### src/rtl/bocks_fb_pkg.sv
`default_nettype none
// ---------------------------------------------------------------------------
// bocks_fb_pkg : framebuffer geometry, bus widths and write-arbiter state codes
// Rev 1.0
// ---------------------------------------------------------------------------
package bocks_fb_pkg;

    localparam int PIXEL_WIDTH  = 640;
    localparam int PIXEL_HEIGHT = 400;
    localparam int PIXEL_COUNT  = PIXEL_WIDTH * PIXEL_HEIGHT;

    localparam int FB_ADDR_W = 32;
    localparam int FB_DATA_W = 8;

    // Requester index width; covers up to four producers.
    localparam int ID_W = 2;

    typedef enum logic [0:0] {
        ARB = 1'b0,
        OWN = 1'b1
    } arb_state_t;

    function automatic logic [ID_W-1:0] rr_wrap(
        input logic [ID_W-1:0] base,
        input int unsigned     step,
        input int unsigned     n
    );
        int unsigned sum;
        sum = (32'(base) + step) % n;
        return sum[ID_W-1:0];
    endfunction

endpackage
`default_nettype wire

### src/rtl/fb_rr_pick.sv
`default_nettype none
// ---------------------------------------------------------------------------
// fb_rr_pick : round-robin winner search starting just after i_ptr, with wrap
// Rev 1.0
// ---------------------------------------------------------------------------
module fb_rr_pick
    import bocks_fb_pkg::*;
#(
    parameter int NUM_REQ = 3
) (
    input  logic [NUM_REQ-1:0] i_valid,
    input  logic [ID_W-1:0]    i_ptr,
    output logic               o_found,
    output logic [ID_W-1:0]    o_idx
);

    logic [3:0]      w_valid4;
    logic [ID_W-1:0] w_cand;

    assign w_valid4 = 4'(i_valid);

    // Scan farthest-first so the nearest valid candidate is the last writer.
    always_comb begin
        o_found = 1'b0;
        o_idx   = '0;
        w_cand  = '0;
        for (int k = NUM_REQ; k >= 1; k--) begin
            w_cand = rr_wrap(i_ptr, $unsigned(k), $unsigned(NUM_REQ));
            if (w_valid4[w_cand]) begin
                o_found = 1'b1;
                o_idx   = w_cand;
            end
        end
    end

endmodule
`default_nettype wire

### src/rtl/fb_write_arbiter.sv
`default_nettype none
// ---------------------------------------------------------------------------
// fb_write_arbiter : round-robin, burst-locked sharing of the vga write port
// Rev 1.0
// ---------------------------------------------------------------------------
module fb_write_arbiter #(
    parameter int NUM_REQ      = 3,
    parameter int ADDR_W       = bocks_fb_pkg::FB_ADDR_W,
    parameter int DATA_W       = bocks_fb_pkg::FB_DATA_W,
    parameter int PIXEL_COUNT  = bocks_fb_pkg::PIXEL_COUNT,
    parameter int BURST_MAX    = 16,
    parameter int IDLE_TIMEOUT = 8
) (
    input  logic                      pclk,
    input  logic                      reset,
    input  logic [NUM_REQ-1:0]        req_valid,
    input  logic [NUM_REQ-1:0]        req_last,
    input  logic [NUM_REQ*ADDR_W-1:0] req_addr,
    input  logic [NUM_REQ*DATA_W-1:0] req_data,
    output logic [NUM_REQ-1:0]        req_ready,
    output logic                      cpu_wr,
    output logic [ADDR_W-1:0]         cpu_addr,
    output logic [DATA_W-1:0]         cpu_data,
    output logic [1:0]                grant_id,
    output logic                      busy,
    output logic [15:0]               err_cnt
);

    import bocks_fb_pkg::*;

    localparam int                 c_BC_W         = $clog2(BURST_MAX + 1);
    localparam int                 c_IC_W         = $clog2(IDLE_TIMEOUT + 1);
    localparam logic [c_BC_W-1:0]  c_BURST_MAX    = c_BC_W'(BURST_MAX);
    localparam logic [c_IC_W-1:0]  c_IDLE_TIMEOUT = c_IC_W'(IDLE_TIMEOUT);
    localparam logic [ADDR_W-1:0]  c_PIX_LIMIT    = ADDR_W'(PIXEL_COUNT);
    localparam logic [ID_W-1:0]    c_PTR_INIT     = ID_W'(NUM_REQ - 1);

    arb_state_t        r_state;
    logic [ID_W-1:0]   r_grant;
    logic [ID_W-1:0]   r_rr_ptr;
    logic [c_BC_W-1:0] r_beat_cnt;
    logic [c_IC_W-1:0] r_idle_cnt;
    logic              r_cpu_wr;
    logic [ADDR_W-1:0] r_cpu_addr;
    logic [DATA_W-1:0] r_cpu_data;
    logic [15:0]       r_err_cnt;

    logic [NUM_REQ-1:0] w_grant_oh;
    logic               w_sel_valid;
    logic               w_sel_last;
    logic [ADDR_W-1:0]  w_sel_addr;
    logic [DATA_W-1:0]  w_sel_data;
    logic               w_own;
    logic               w_accept;
    logic               w_others;
    logic               w_in_range;
    logic [c_BC_W-1:0]  w_beat_next;
    logic [c_IC_W-1:0]  w_idle_next;
    logic               w_release;
    logic               w_pick_found;
    logic [ID_W-1:0]    w_pick_idx;

    fb_rr_pick #(
        .NUM_REQ (NUM_REQ)
    ) u_pick (
        .i_valid (req_valid),
        .i_ptr   (r_rr_ptr),
        .o_found (w_pick_found),
        .o_idx   (w_pick_idx)
    );

    always_comb begin
        w_grant_oh  = '0;
        w_sel_valid = 1'b0;
        w_sel_last  = 1'b0;
        w_sel_addr  = '0;
        w_sel_data  = '0;
        for (int i = 0; i < NUM_REQ; i++) begin
            if (r_grant == ID_W'(i)) begin
                w_grant_oh[i] = 1'b1;
                w_sel_valid   = req_valid[i];
                w_sel_last    = req_last[i];
                w_sel_addr    = req_addr[i*ADDR_W +: ADDR_W];
                w_sel_data    = req_data[i*DATA_W +: DATA_W];
            end
        end
    end

    assign w_own       = (r_state == OWN);
    assign req_ready   = w_own ? w_grant_oh : '0;
    assign w_accept    = w_own && w_sel_valid;
    assign w_others    = |(req_valid & ~w_grant_oh);
    assign w_in_range  = (w_sel_addr < c_PIX_LIMIT);
    assign w_beat_next = (r_beat_cnt == c_BURST_MAX) ? r_beat_cnt : r_beat_cnt + c_BC_W'(1);
    assign w_idle_next = r_idle_cnt + c_IC_W'(1);

    // Any one of last-beat, burst cap under contention, or idle timeout ends ownership.
    assign w_release = w_accept ? (w_sel_last || ((w_beat_next == c_BURST_MAX) && w_others))
                                : (w_idle_next == c_IDLE_TIMEOUT);

    always_ff @(posedge pclk or posedge reset) begin
        if (reset) begin
            r_state    <= ARB;
            r_grant    <= '0;
            r_rr_ptr   <= c_PTR_INIT;
            r_beat_cnt <= '0;
            r_idle_cnt <= '0;
            r_cpu_wr   <= 1'b0;
            r_cpu_addr <= '0;
            r_cpu_data <= '0;
            r_err_cnt  <= '0;
        end else begin
            r_cpu_wr <= 1'b0;
            case (r_state)
                ARB: begin
                    if (w_pick_found) begin
                        r_grant    <= w_pick_idx;
                        r_rr_ptr   <= w_pick_idx;
                        r_beat_cnt <= '0;
                        r_idle_cnt <= '0;
                        r_state    <= OWN;
                    end
                end
                OWN: begin
                    if (w_accept) begin
                        r_cpu_addr <= w_sel_addr;
                        r_cpu_data <= w_sel_data;
                        r_cpu_wr   <= w_in_range;
                        if (!w_in_range && (r_err_cnt != 16'hFFFF)) begin
                            r_err_cnt <= r_err_cnt + 16'd1;
                        end
                        r_beat_cnt <= w_beat_next;
                        r_idle_cnt <= '0;
                    end else begin
                        r_idle_cnt <= w_idle_next;
                    end
                    if (w_release) begin
                        r_state <= ARB;
                    end
                end
                default: r_state <= ARB;
            endcase
        end
    end

    assign cpu_wr   = r_cpu_wr;
    assign cpu_addr = r_cpu_addr;
    assign cpu_data = r_cpu_data;
    assign grant_id = r_grant;
    assign busy     = w_own;
    assign err_cnt  = r_err_cnt;

endmodule
`default_nettype wire

### config.mk
export PLATFORM = sky130hd
export DESIGN_NAME = fb_write_arbiter
export DESIGN_NICKNAME = d
export VERILOG_FILES = /design/src/rtl/bocks_fb_pkg.sv /design/src/rtl/fb_rr_pick.sv /design/src/rtl/fb_write_arbiter.sv
export SDC_FILE = /design/constraint.sdc
export NUM_CORES = 1
export LEC_CHECK = 0
export ABC_AREA = 1
export BUFFER_PORTS_ARGS = -buffer_cell sky130_fd_sc_hd__buf_2
export CORE_AREA = 5 5 105 107
export DETAILED_ROUTE_END_ITERATION = 6
export DIE_AREA = 0 0 110 112
export PLACE_DENSITY_LB_ADDON = 0.12
export SETUP_SLACK_MARGIN = 0.1
export SLEW_MARGIN = 0
export SYNTH_ARGS = -nofsm -noshare
export SYNTH_HDL_FRONTEND = slang
export SYNTH_HIERARCHICAL = 1
export SYNTH_SLANG_ARGS = --single-unit
### constraint.sdc
create_clock -name pclk -period 5.35 [get_ports pclk]
set_input_delay 0.2675 -clock pclk [delete_from_list [all_inputs] [get_ports pclk]]
set_output_delay 0.2675 -clock pclk [all_outputs]
set_load 0.01 [all_outputs]
==> impl_results.md <==
- Antenna violations before repair: 0
- Reg power frac: roughly a third
- Combinational share of power: about 50%
- CTS max path bufs: 2
- Vias in the first global route: around 4,500
- Worst Tran Pin Value: approximately 930 ps
- Number of synthesized flops with an enable pin: 0
- CP top delay family: buffers and inverters
- Vias: 4,594
- CTS tree: built
- Diodes inserted: 0
- Crit path cell chain: nand2_1 -> inv_1 -> nand2_1 -> nand3_2 -> nand2_2 -> inv_2 -> a41oi_1
- Routed len/inst: ~14 um
- Fin crit period: 3690 ps
- Status: finished, final reports clean
- CTS resizes: 0
- Total track usage: a little over a fifth
- Pre-CTS WS: 1660 ps
- Synth area leaders: dfrtp_1, nand2_1, nand3_1, nor2_1, a41oi_1
- Port bufs: 190
- First-pass GRT wire length: approximately 21 mm
- Endpoint class of the critical path: register
- Power Density: ~520 mW/mm^2
- Clk_lat worst skew: 340 ps
- Share of layout cells above drive strength 1: roughly a third
- Synth Register Bits: 70
- Core area: 0.0100 mm^2
- Count of pins over their slew limit: 0
- Main synth FF type: dfrtp_1
- Crit path buffers/inverters: 2
- Placed Area: about 0.0053 mm^2
- Post-CTS Setup Inserts: 0
- R2r worst-path depth: 7
- Reg-to-Reg Start: grant_id[0]$_DFFE_PP0P_
- Initial core utilization: ~44%
- Layout Utilization: roughly 56%
- DP HPWL: slightly below 10 mm
- LEAKAGE: 2.96 nW
- IO Pins: approximately 190
- H-Tree Depth: 3
- Setup TNS Final: 0 ps
- Yosys top cell by area: dfrtp_1
- Peak per-stage delay on the critical path: between 900 and 1000 ps
- R2R Setup Slk: ~1700 ps
- Max_cap viols: 0
- Largest net degree at the start of global routing: between 70 and 80
- Final Total Pwr: between 2 and 3 mW
- Clk root buf: clkbuf_8
- Sw power: roughly 1.3 mW
- Kind of critical path: register to register
- Grt total ovfl: 0
- Req. time, crit path: roughly 5500 ps
- Syn_nets: 736
- Sequential fraction of the synthesis area: 39.7%
- Design area: ~0.0056 mm^2
- Num CTS Buffers: 9
- RSZ-0062 raised after global routing: false
- Max Clock Freq: 0.271 GHz
- Antenna viol nets, final: 0
- CP Max Fanout: a little under 60
- Die height: about 110 um
- HP Class: input port to async pin
- # rows: 37
- Crit-path most repeated cell: nand2_1
- Die area: about 0.012 mm^2
- Crit start category: register
- Yosys top cell area share: approximately two fifths
- Relative slew slack: a little under two fifths
- Peak supply drop: 0.000241 V
- Clk pwr share: 17.8%
- Sw Share: between 40% and 50%
- Worst clock skew: roughly 4.3 ps
- Clock-pin slew on the worst setup and hold paths: ~80 ps
- # setup viols final: 0
- Hold buffer count at cts: 0
- DR vias/cell: slightly above 5
- Async S/R FF share, synth: 100%
- Fin. Hold Viols: 0
- Synth Area per Inst: 7.38 um^2
- Worst EP arrival: between 3000 and 4000 ps
- CP max-delay cell: dfrtp_1
- Initial drt markers: between 300 and 400
- Drt pass-1 iters: 7
- Crit share post-route: about 70%
- Ys Warns: 6
- Routability cong.: about 0.87
- Routed WL: ~13 mm
- Synth Cell Area: approximately 0.0044 mm^2
- Worst Setup Slack, final: ~1700 ps
- Yosys cell types: 37
- Die width: approximately 110 um
- R2R Path End: cpu_addr[2]$_DFFE_PP0P_
- Layout Nets: 909
- Area grow syn2layout: 26.2%
- # clock sinks: 70
- Syn Inst Count: between 500 and 600
- Remaining DRCs: 0
- P_int: roughly 1.6 mW
-- power by group through the flow --
| stage | Clock, mW | Combinational [mW] | Sequential (mW) |
|---|---|---|---|
| floorplan | 0 | 1.02 | 0.961 |
| global placement | 0 | 1.41 | 0.946 |
| detailed placement | 0 | 1.45 | 0.947 |
| CTS | 0.522 | 1.45 | 0.940 |
| global route | 0.546 | 1.64 | 0.968 |
| finish | 0.512 | 1.43 | 0.938 |
-- kinds of logic (layout without fill, tap and decap cells) --
family                     Yosys count  in the layout  synth area share, %
DFF                                 70             70                 39.7
and+or+nand+nor                    385            385                 38.0
adders and majority gates            9              9                 2.55
buffers and inverters               67            245                 8.13
AOI/OAI and AO/OA                   49             49                 7.90
xor gates and xnor gates            19             19                 3.77
-- routing by layer --
metal / GRT usage [%] / wire length, um / vias up
li1: - / - / 2284
met2: 34.7 / 6190 / 185
met1: 29.0 / 5670 / 2105
met4: 4.99 / 189 / 0
met5: 0 / 0 / -
met3: 5.62 / 1160 / 20
-- flip-flops by register name (all words and copies together) (netlist names) --
register,flops
cpu_addr,32
err_cnt,16
cpu_data,8
r_beat_cnt,5
r_idle_cnt,4
grant_id,2
busy,1
cpu_wr,1
r_rr_ptr,1
-- Yosys cell counts (4+ instances only) --
library cell    n
buf_6           8
nand3_1        74
nor2_1         51
clkbuf_1        7
a21oi_1        10
inv_1          33
ha_1            9
o21ai_0         9
nand3_2         4
nand2_1       221
dfrtp_1        69
xor2_1         12
nand4_1         4
a41oi_1        19
xnor2_1         7
buf_2          11
nor2_2          4
nand2_2        16
nor3_1          4
-- worst min-delay path, cell delays in order --
cell	delay, ps
buf_2	100
inv_2	40
buf_4	680
-- worst max path at each step --
stage	startpoint	to	slack, ps	cells past startpoint
global placement	grant_id[0]$_DFFE_PP0P_	cpu_data[4]$_DFFE_PP0P_	1800	7
CTS	grant_id[0]$_DFFE_PP0P_	cpu_data[7]$_DFFE_PP0P_	1650	7
detailed placement	grant_id[0]$_DFFE_PP0P_	cpu_data[7]$_DFFE_PP0P_	1660	7
global route	grant_id[1]$_DFFE_PP0P_	cpu_data[2]$_DFFE_PP0P_	1270	8
floorplan	reset	busy$_DFF_PP0_	3320	1
finish	grant_id[0]$_DFFE_PP0P_	cpu_addr[2]$_DFFE_PP0P_	1660	7
-- cell usage in the layout (no fill, tap or decap), types with 2 or more instances in the layout --
cell type | Yosys | layout
ha_1 | 9 | 9
clkinv_2 | 0 | 3
a21oi_1 | 10 | 10
nand3_2 | 4 | 4
clkbuf_8 | 0 | 9
buf_2 | 11 | 190
nand3_1 | 74 | 74
dfrtp_1 | 69 | 69
nor3_1 | 4 | 4
nor2_4 | 3 | 3
bufinv_16 | 0 | 3
nand2_2 | 16 | 16
xnor2_1 | 7 | 7
o22ai_1 | 3 | 3
nor2_2 | 4 | 4
inv_6 | 2 | 2
inv_2 | 3 | 4
o21ai_1 | 2 | 2
inv_1 | 33 | 32
xor2_1 | 12 | 12
nand2_1 | 221 | 221
nand4_1 | 4 | 4
o21ai_0 | 9 | 9
a41oi_1 | 19 | 19
nor2_1 | 51 | 51
-- metrics by stage --
stage,cells,hold WS [ps]
finish,913,197
floorplan,599,447
global placement,897,459
global route,913,205
detailed placement,897,461
CTS,913,198
-- layout make-up --
class / count / area [um^2]
clock inverters: 7 / 113
well taps: 136 / 170
inverters: 38 / 153
clock buffers: 9 / 124
repair buffers: 191 / 958
multi-input cells: 462 / 2310
flip-flops and latches: 70 / 1750
fillers: 1003 / 4470
Note: power is estimated with default switching activity, not from simulation.
